## src/rtl/proc_pkg.sv

```systemverilog
// Shared types for the parameterised processor core: opcodes, FSM states and
// the instruction-field width helper.
package proc_pkg;

   typedef enum logic [2:0] {
      OP_ADD = 3'b000,
      OP_SUB = 3'b001,
      OP_AND = 3'b010,
      OP_OR  = 3'b011,
      OP_LD  = 3'b100,
      OP_ST  = 3'b101,
      OP_LI  = 3'b110,
      OP_NOP = 3'b111
   } op_e;

   typedef enum logic [1:0] {
      IDLE = 2'd0,
      EXEC = 2'd1,
      WB   = 2'd2
   } state_e;

   // fld must hold a register index, a memory address and an immediate
   function automatic int fw_calc(input int ra, input int da, input int dw);
      int m;
      m = (ra > da) ? ra : da;
      return (m > dw) ? m : dw;
   endfunction

endpackage

```

## src/rtl/param_regfile.sv

```systemverilog
// RF_DEPTH x DW register file: one write port, two read ports, one debug read
// port, asynchronous clear.
module param_regfile #(
   parameter int DW    = 4,
   parameter int DEPTH = 8,
   parameter int AW    = $clog2(DEPTH)
) (
   input  logic          clk,
   input  logic          reset,
   input  logic          we,
   input  logic [AW-1:0] waddr,
   input  logic [DW-1:0] wdata,
   input  logic [AW-1:0] raddr_a,
   output logic [DW-1:0] rdata_a,
   input  logic [AW-1:0] raddr_b,
   output logic [DW-1:0] rdata_b,
   input  logic [AW-1:0] dbg_addr,
   output logic [DW-1:0] dbg_data
);

   // Non power-of-two depths leave unused index codes; those read as zero
   localparam logic [AW:0] LIM = DEPTH[AW:0];

   logic [DEPTH-1:0][DW-1:0] mem;

   always_ff @(posedge clk or negedge reset) begin
      if (!reset)
         mem <= '0;
      else if (we && ({1'b0, waddr} < LIM))
         mem[waddr] <= wdata;
   end

   assign rdata_a  = ({1'b0, raddr_a}  < LIM) ? mem[raddr_a]  : '0;
   assign rdata_b  = ({1'b0, raddr_b}  < LIM) ? mem[raddr_b]  : '0;
   assign dbg_data = ({1'b0, dbg_addr} < LIM) ? mem[dbg_addr] : '0;

endmodule

```

## src/rtl/param_proc_core.sv

```systemverilog
// Three-state (IDLE/EXEC/WB) processor core with register file and data memory.
// Optional signed-overflow flag output enabled by macro PROC_OVF_FLAG_EN.
module param_proc_core
   import proc_pkg::*;
#(
   parameter int DW       = 4,
   parameter int RF_DEPTH = 8,
   parameter int DM_DEPTH = 16,
   localparam int RA      = $clog2(RF_DEPTH),
   localparam int DA      = $clog2(DM_DEPTH),
   localparam int FW      = fw_calc(RA, DA, DW),
   localparam int IW      = 3 + 2*RA + FW
) (
   input  logic          clk,
   input  logic          reset,
   input  logic [IW-1:0] instr,
   input  logic          instr_valid,
   output logic          instr_ready,
   output logic          busy,
   output logic [DW-1:0] result,
   output logic          result_valid,
   input  logic [RA-1:0] dbg_addr,
   output logic [DW-1:0] dbg_data
`ifdef PROC_OVF_FLAG_EN
   ,
   output logic          ovf
`endif
);

   localparam logic [DA:0] DM_LIM = DM_DEPTH[DA:0];

   state_e                     state, state_nxt;
   logic [IW-1:0]              ir;
   op_e                        op;
   logic [RA-1:0]              rd, rs1, rs2;
   logic [FW-1:0]              fld;
   logic [DA-1:0]              maddr;
   logic                       maddr_ok;
   logic [DW-1:0]              rdata_a, rdata_b, alu_res, exec_res;
   logic [DM_DEPTH-1:0][DW-1:0] dm;
   logic                       rf_we, dm_we;

   assign op       = op_e'(ir[IW-1 -: 3]);
   assign rd       = ir[IW-4 -: RA];
   assign rs1      = ir[IW-4-RA -: RA];
   assign fld      = ir[FW-1:0];
   assign rs2      = fld[RA-1:0];
   assign maddr    = fld[DA-1:0];
   assign maddr_ok = {1'b0, maddr} < DM_LIM;

   param_regfile #(.DW(DW), .DEPTH(RF_DEPTH), .AW(RA)) u_rf (
      .clk      (clk),
      .reset    (reset),
      .we       (rf_we),
      .waddr    (rd),
      .wdata    (exec_res),
      .raddr_a  (rs1),
      .rdata_a  (rdata_a),
      .raddr_b  (rs2),
      .rdata_b  (rdata_b),
      .dbg_addr (dbg_addr),
      .dbg_data (dbg_data)
   );

   always_comb begin
      state_nxt   = state;
      instr_ready = 1'b0;
      busy        = 1'b0;
      case (state)
         IDLE: begin
            // held low while reset is asserted even though the state reads IDLE
            instr_ready = reset;
            if (instr_valid) state_nxt = EXEC;
         end
         EXEC: begin
            busy      = 1'b1;
            state_nxt = WB;
         end
         WB: begin
            busy      = 1'b1;
            state_nxt = IDLE;
         end
         default: state_nxt = IDLE;
      endcase
   end

   always_comb begin
      alu_res = '0;
      case (op)
         OP_ADD:  alu_res = rdata_a + rdata_b;
         OP_SUB:  alu_res = rdata_a - rdata_b;
         OP_AND:  alu_res = rdata_a & rdata_b;
         OP_OR:   alu_res = rdata_a | rdata_b;
         OP_LD:   alu_res = maddr_ok ? dm[maddr] : '0;
         OP_ST:   alu_res = rdata_a;
         OP_LI:   alu_res = fld[DW-1:0];
         default: alu_res = '0;
      endcase
   end

   assign rf_we = (state == WB) && (op != OP_ST) && (op != OP_NOP);
   assign dm_we = (state == WB) && (op == OP_ST) && maddr_ok;

   always_ff @(posedge clk or negedge reset) begin
      if (!reset) begin
         state        <= IDLE;
         ir           <= '0;
         exec_res     <= '0;
         result       <= '0;
         result_valid <= 1'b0;
         dm           <= '0;
      end else begin
         state        <= state_nxt;
         result_valid <= 1'b0;
         if (state == IDLE && instr_valid) ir <= instr;
         if (state == EXEC) exec_res <= alu_res;
         if (dm_we) dm[maddr] <= exec_res;
         if (rf_we || dm_we) begin
            result       <= exec_res;
            result_valid <= 1'b1;
         end
      end
   end

`ifdef PROC_OVF_FLAG_EN
   // Operands are still stable in WB: the RF write lands on the closing edge
   logic a_s, b_s, r_s;
   assign a_s = rdata_a[DW-1];
   assign b_s = rdata_b[DW-1];
   assign r_s = exec_res[DW-1];

   always_ff @(posedge clk or negedge reset) begin
      if (!reset)
         ovf <= 1'b0;
      else if (state == WB && op == OP_ADD)
         ovf <= (a_s == b_s) && (r_s != a_s);
      else if (state == WB && op == OP_SUB)
         ovf <= (a_s != b_s) && (r_s != a_s);
   end
`endif

endmodule

```

## config.mk

```make
export PLATFORM = sky130hd
export DESIGN_NAME = param_proc_core
export DESIGN_NICKNAME = d
export VERILOG_FILES = /design/src/rtl/proc_pkg.sv /design/src/rtl/param_regfile.sv /design/src/rtl/param_proc_core.sv
export SDC_FILE = /design/constraint.sdc
export NUM_CORES = 1
export LEC_CHECK = 0
export ABC_CLOCK_PERIOD_IN_PS = 4150
export CORE_MARGIN = 2
export CORE_UTILIZATION = 51
export CTS_CLUSTER_SIZE = 25
export DETAILED_ROUTE_END_ITERATION = 12
export MAX_ROUTING_LAYER = met4
export PLACE_DENSITY = 0.68
export RECOVER_POWER = 50
export SLEW_MARGIN = 15
export SYNTH_ARGS = -nofsm -noshare
export SYNTH_HDL_FRONTEND = slang
export SYNTH_SLANG_ARGS = --single-unit
```

## constraint.sdc

```tcl
create_clock -name clk -period 4.15 [get_ports clk]
set_input_delay 0.6225 -clock clk [delete_from_list [all_inputs] [get_ports clk]]
set_output_delay 0.6225 -clock clk [all_outputs]
set_load 0.01 [all_outputs]
```

**After elaboration in Yosys (flattened, before gate mapping)**

Cells that the tools add are included.

- Word-level logic and storage cells: 81
- Input bits: 19
- Register bits: 120
- Output and inout bits: 11

- Reductions and logical operators: 10
- $add $sub $neg: 2
- Bitwise operators: 2
- Equality and inequality tests: 11
- Order comparisons: 7
- Multiplexer cells: 20

Operators with widths:

| cell | number |
|---|---|
| bitwise mux 64 bit | 1 |
| binary-select mux 4 bit (select 3 bit) | 3 |
| bitwise mux 32 bit | 1 |
| one-hot mux 4 bit (7 select lines) | 1 |
| two-way mux 4 bit | 6 |
| binary-select mux 4 bit (select 4 bit) | 1 |
| demux 4 bit (select 4 bit) | 1 |
| < comparator 3 x 4 -> 1 bit, second input constant | 4 |
| demux 4 bit (select 3 bit) | 1 |
| equality test 3 bit, second input constant | 3 |
| equality test 3 x 2 -> 1 bit, second input constant | 2 |
| logical AND 1 bit | 6 |
| inequality test 3 bit, second input constant | 2 |
| < comparator 4 x 5 -> 1 bit, second input constant | 1 |
| adder 4 bit | 1 |
| bitwise AND 4 bit | 1 |
| greater-or-equal comparator 4 x 1 -> 1 bit, second input constant | 1 |
| bitwise OR 4 bit | 1 |
| one-hot mux 2 bit (2 select lines) | 1 |
| subtractor 4 bit | 1 |
| equality test 3 x 1 -> 1 bit, second input constant | 1 |
| greater-or-equal comparator 3 x 1 -> 1 bit, second input constant | 1 |
| logical NOT 3 bit | 1 |
| two-way mux 1 bit | 3 |
| other kinds (7) | 7 |

**Logic depth before layout (Yosys ltp)**

- Depth after elaboration: 5
- Gate-level depth with buffers: 15
- Depth with buffers taken out: 13

**By module**

From an unflattened synthesis, not the netlist that was laid out.

- Cells, all modules: 489
- Area, all modules: 6570.1 um^2

By module, submodules not included:

| module | cells an instance | area each (um^2) | seq. area each (um^2) | instances |
|---|---|---|---|---|
| param_proc_core | 375 | 4504.3 | 2202.1 | 1 |
| param_regfile | 114 | 2065.7 | 800.8 | 1 |

**Worst setup path after synthesis**

No wires, ideal clock.

- Kind: flip-flop to flip-flop
- Start point: reg ir[0]
- End point: reg exec_res[3]
- Path buffers: 2
- Path slack: 0.955 ns
- Data arrival time: 3.126 ns
- Data required time: 4.080 ns
- Setup time: 0.070 ns
- Cell stages (with the launch flop): 16
- Period minus slack after synthesis: 3.195 ns
- Path through: dfrtp_1 -> buf_6 -> buf_12 -> mux4_1 -> mux2i_1 -> ha_1 -> nor2_1 -> a21oi_1 -> inv_1 -> ha_1 -> nor2b_1 -> o21a_1 -> o21a_1 -> o211a_1 -> nor4b_2 -> nand3b_1

- Word-level cells in the longest chain between the ends: 4
- Elaborated cells between the ends (all ways): 9
- Those cells by class: 2 x add/sub; 5 x mux; 2 x bitwise

Ends and longest elaborated chain:

| item | line | source |
|---|---|---|
| start, declared | param_proc_core.sv:33 | `logic [IW-1:0] ir;` |
| start signal, assigned | param_proc_core.sv:115 | `if (state == IDLE && instr_valid) ir <= instr;` |
| binary-select mux 4 bit (select 3 bit) | param_regfile.sv:34 | `assign rdata_b = ({1'b0, raddr_b} < LIM) ? mem[raddr_b] : '0;` |
| two-way mux 4 bit (not written as such) | param_regfile.sv:34 |  |
| subtractor 4 bit (tied with other cells) | param_proc_core.sv:91 | `OP_SUB: alu_res = rdata_a - rdata_b;` |
| one-hot mux 4 bit (7 select lines) * | param_proc_core.sv:89 | `case (op)` |
| end signal, assigned | param_proc_core.sv:116 | `if (state == EXEC) exec_res <= alu_res;` |
| end, declared | param_proc_core.sv:39 | `logic [DW-1:0] rdata_a, rdata_b, alu_res, exec_res;` |

Mark *: on every way between the ends. The rest lies on a longest branch, timed or not. The select of a mux whose other input is x is not followed.
A chain may end at the register's enable or synchronous reset.

**Worst setup path in the final report**

- Start point: in dbg_addr[0]
- End point: out dbg_data[0]

- Word-level cells in the longest chain between the ends: 2

Ends and longest elaborated chain:

| item | line | source |
|---|---|---|
| start, declared | param_proc_core.sv:22 | `input logic [RA-1:0] dbg_addr,` |
| binary-select mux 4 bit (select 3 bit) | param_regfile.sv:35 | `assign dbg_data = ({1'b0, dbg_addr} < LIM) ? mem[dbg_addr] : '0;` |
| two-way mux 4 bit (not written as such) | param_regfile.sv:35 |  |
| end, declared | param_proc_core.sv:23 | `output logic [DW-1:0] dbg_data` |

No other way between the ends. The select of a mux whose other input is x is not followed.

==> run summary <==
status - complete, but fails checks
failing checks - max-capacitance violations, max-slew violations
Starting Density - 51.64%
Clock Tree Buf Depth - 2
P_int - 3.342 mW
pin count of the biggest net entering global routing - 70
Rel. slew slack - -73.87%
post_cts resized - 0
Post-Place Setup Slack - 0.6908 ns
pins over their slew limit - 122
Total Wirelength - 14980 µm
post-layout util - 59.29%
distinct cell type count after synthesis - 51
worst vdd ir - 0.4469 mV
mux cell area share after synthesis - 31.60%
post-DP HPWL - 10140 µm
vias in the first global route - 4335
total core area - 0.01247 mm²
Fin Setup TNS - 0 ns
Clock Latency Late Sink - 0.42 ns
Lkg Pwr - 3.337 nW
Top Layer Used - met4
crit path capture type - output port
Register Area - 0.003003 mm²
Congestion Overflow GR - 0
Cell Rows - 41
commonest non-fill, non-tap cell in the layout - dfrtp_1
Die Ht - 116.4 µm
#FFs+latches synth - 120
drt drc - 0
crit start category - primary input
FFs w/ async S/R, synth - 100.0%
fraction of final layout cells sized beyond drive strength 1 - 30.09%
FMAX - 0.2902 GHz
worst setup margin - 0.7035 ns
Global Route Usage Sum - 25.21%
crit-path most repeated cell - clkdlybuf4s50_1
Final Hold Vio Count - 0
synthesized area per cell - 12.93 µm²
CP max-delay cell - clkdlybuf4s50_1
met3 routed WL - 973 µm
H-tree depth - 4
Post-synth EDFFs - 0
Die Wd - 116.4 µm
Min Hold Slack - 0.4776 ns
family with the most delay on the worst path - buffers and inverters
initial antenna violation count - 0
cts hold-fix bufs - 0
met1 WL - 6540 µm
CTS tree - built
final antenna-violating net count - 0
RSZ-0062 raised after global routing - no
Num CTS Buffers - 17
synth warn - 0
Layout fillers - 1016
largest family of logic cells by synthesized area - multiplexers
Area Growth Syn to Fin - 14.81%
Crit Path Category - in2out
Gate Count Post-Synth - 498
Adder-Cell Fraction of Synth Area - 2.449%
worst endpoint required time - 3.53 ns
1st-pass router iterations - 5
WP buf/inv - 2
post-CTS setup buffer count - 0
Simple-Gate Fraction of Synth Area - 8.591%
P_sw - 1.841 mW
Via Count - 4195
Antenna Cells - 0
Slew @ Worst Pin - 2.608 ns
worst path cell trace - clkdlybuf4s50_1 -> mux4_2 -> mux2_2 -> clkdlybuf4s50_1
clk sink count - 120
Comb pwr share - 34.7%
Top Ports - 30
Final nets - 553
initial drt markers - 224
sequential share of the synthesized area - 46.65%
Top FF cell, synth - dfrtp_1
Tmin final - 3.446 ns
first-pass GRT wire length - 23990 µm
Max Cap Viol - 2
vias per std cell - 5.934
Cell Pwr Density - 701.3 mW/mm²
CP max FO - 8
Worst Hold Class - reg2reg
switching part of the total - 35.52%
PortBufs - 29
most frequent cells in the layout - 120 x dfrtp_1, 89 x mux2_2, 53 x nand2_1, 39 x o21ai_0, 28 x clkdlybuf4s50_1
routed length per instance - 21.18 µm
Synth Net Count - 529
Seq pwr share - 35.8%
Setup-failing EPs final - 0
gpl congestion - 0.8759
CP Data Arrival Time - 2.82 ns
Clk pwr share - 29.6%
slowest stage delay, CP - 0.86 ns
Die ar. - 0.01354 mm²
root buffer cell - clkbuf_16
area of the multi-input gates - 0.003173 mm²
Compound-Gate Fraction of Synth Area - 6.375%
post-synthesis instance area - 0.006437 mm²
metal2 WL - 7056 µm
clk slew on worst S/H paths - 0.06 ns
Post-Synth XOR/XNOR Area - 0.2721%
clock skew after layout - 0.009964 ns
Tcrit/Tclk final - 83.05%
-- sequential cells by signal, indices dropped and copies added, names as in the netlist --
name / count
ir: 13
u_rf.mem: 32
exec_res: 4
dm: 64
result_valid: 1
result: 4
state: 2
-- cell families after synthesis --
family,after synthesis
AND/OR/NAND/NOR,116
adder cells (fa/ha/maj),12
AO/OA/AOI/OAI,68
flip-flops,120
multiplexers,136
buffers and inverters,44
XOR/XNOR,2
-- worst paths after layout --
path	start	to	slack, ns	depth (start not counted)
worst min-delay path	dm[14]	dm[14]	0.48	2
worst max register to register	ir[0]	exec_res[3]	0.73	13
worst max-delay path	dbg_addr[0]	dbg_data[0]	0.70	4
worst min register to register	dm[14]	dm[14]	0.48	2
min in group asynchronous	reset	ir[9]	1.05	2
max in group asynchronous	reset	dm[60]	1.27	2
-- stage by stage --
stage / std cells / instance area (µm²) / power (mW)
4_1_cts: 707 / 7401 / 5.217
5_1_grt: 707 / 7391 / 5.498
3_5_place_dp: 675 / 6777 / 3.664
6_report: 707 / 7391 / 5.184
2_1_floorplan: 498 / 6437 / 3.200
3_3_place_gp: 675 / 6777 / 3.613
-- worst reg2reg max path, stage by stage, from the launching register on --
cell and delay, ns:
dfrtp_1 0.47, mux4_1 0.59, mux2i_1 0.37, ha_1 0.31, nor2_1 0.10, a21oi_1 0.07, inv_1 0.09, ha_1 0.22
nor2b_1 0.13, o21a_1 0.18, o21a_1 0.18, o211a_1 0.24, nor4b_2 0.27, nand3b_1 0.14
-- power by group through the flow --
stage	logic, mW	registers (mW)	clock network (mW)
after floorplan	1.60	1.60	0
after global routing	1.98	1.90	1.61
final	1.80	1.86	1.53
after CTS	1.81	1.85	1.56
after detailed placement	1.80	1.87	0
after global placement	1.76	1.86	0
-- final cells by class --
type                       instances  share of cell area (%)
clock buffer                      19                   6.128
clock inverter                    13                   2.319
inverter                          14                  0.7110
multi-input combinational        334                   42.93
sequential                       120                   40.63
tap                              172                   2.912
timing repair buffer              35                   4.368
-- cell usage after synthesis (2+ instances only) --
master | instances | area, µm²
nor2b_1 | 6 | 37.54
nor3b_1 | 3 | 22.52
o21ai_0 | 39 | 195.2
buf_1 | 2 | 7.510
nand3b_1 | 4 | 30.03
mux4_1 | 13 | 341.6
dfrtp_1 | 120 | 3003
nand3_1 | 7 | 35.03
nand2b_1 | 7 | 43.79
a22oi_1 | 2 | 15.01
nor3_1 | 4 | 20.02
mux4_2 | 27 | 608.1
buf_2 | 4 | 20.02
nor3_2 | 2 | 20.02
o22ai_1 | 3 | 18.77
and3_1 | 3 | 18.77
ha_1 | 11 | 137.6
xnor2_1 | 2 | 17.52
inv_1 | 14 | 52.55
nor2_1 | 22 | 82.58
clkbuf_1 | 14 | 52.55
a31oi_1 | 2 | 12.51
clkbuf_8 | 6 | 82.58
mux2_2 | 89 | 1002
nand2_1 | 53 | 198.9
o21a_1 | 2 | 15.01
a21oi_1 | 8 | 40.04
mux2i_1 | 6 | 60.06
-- routing by layer --
metal	GRT usage [%]	up-vias
met2	37.13	125
met1	32.87	2143
met5	-	-
li1	-	1902
met3	7.421	25
met4	10.63	0
Note: power is estimated with default switching activity, not from simulation.
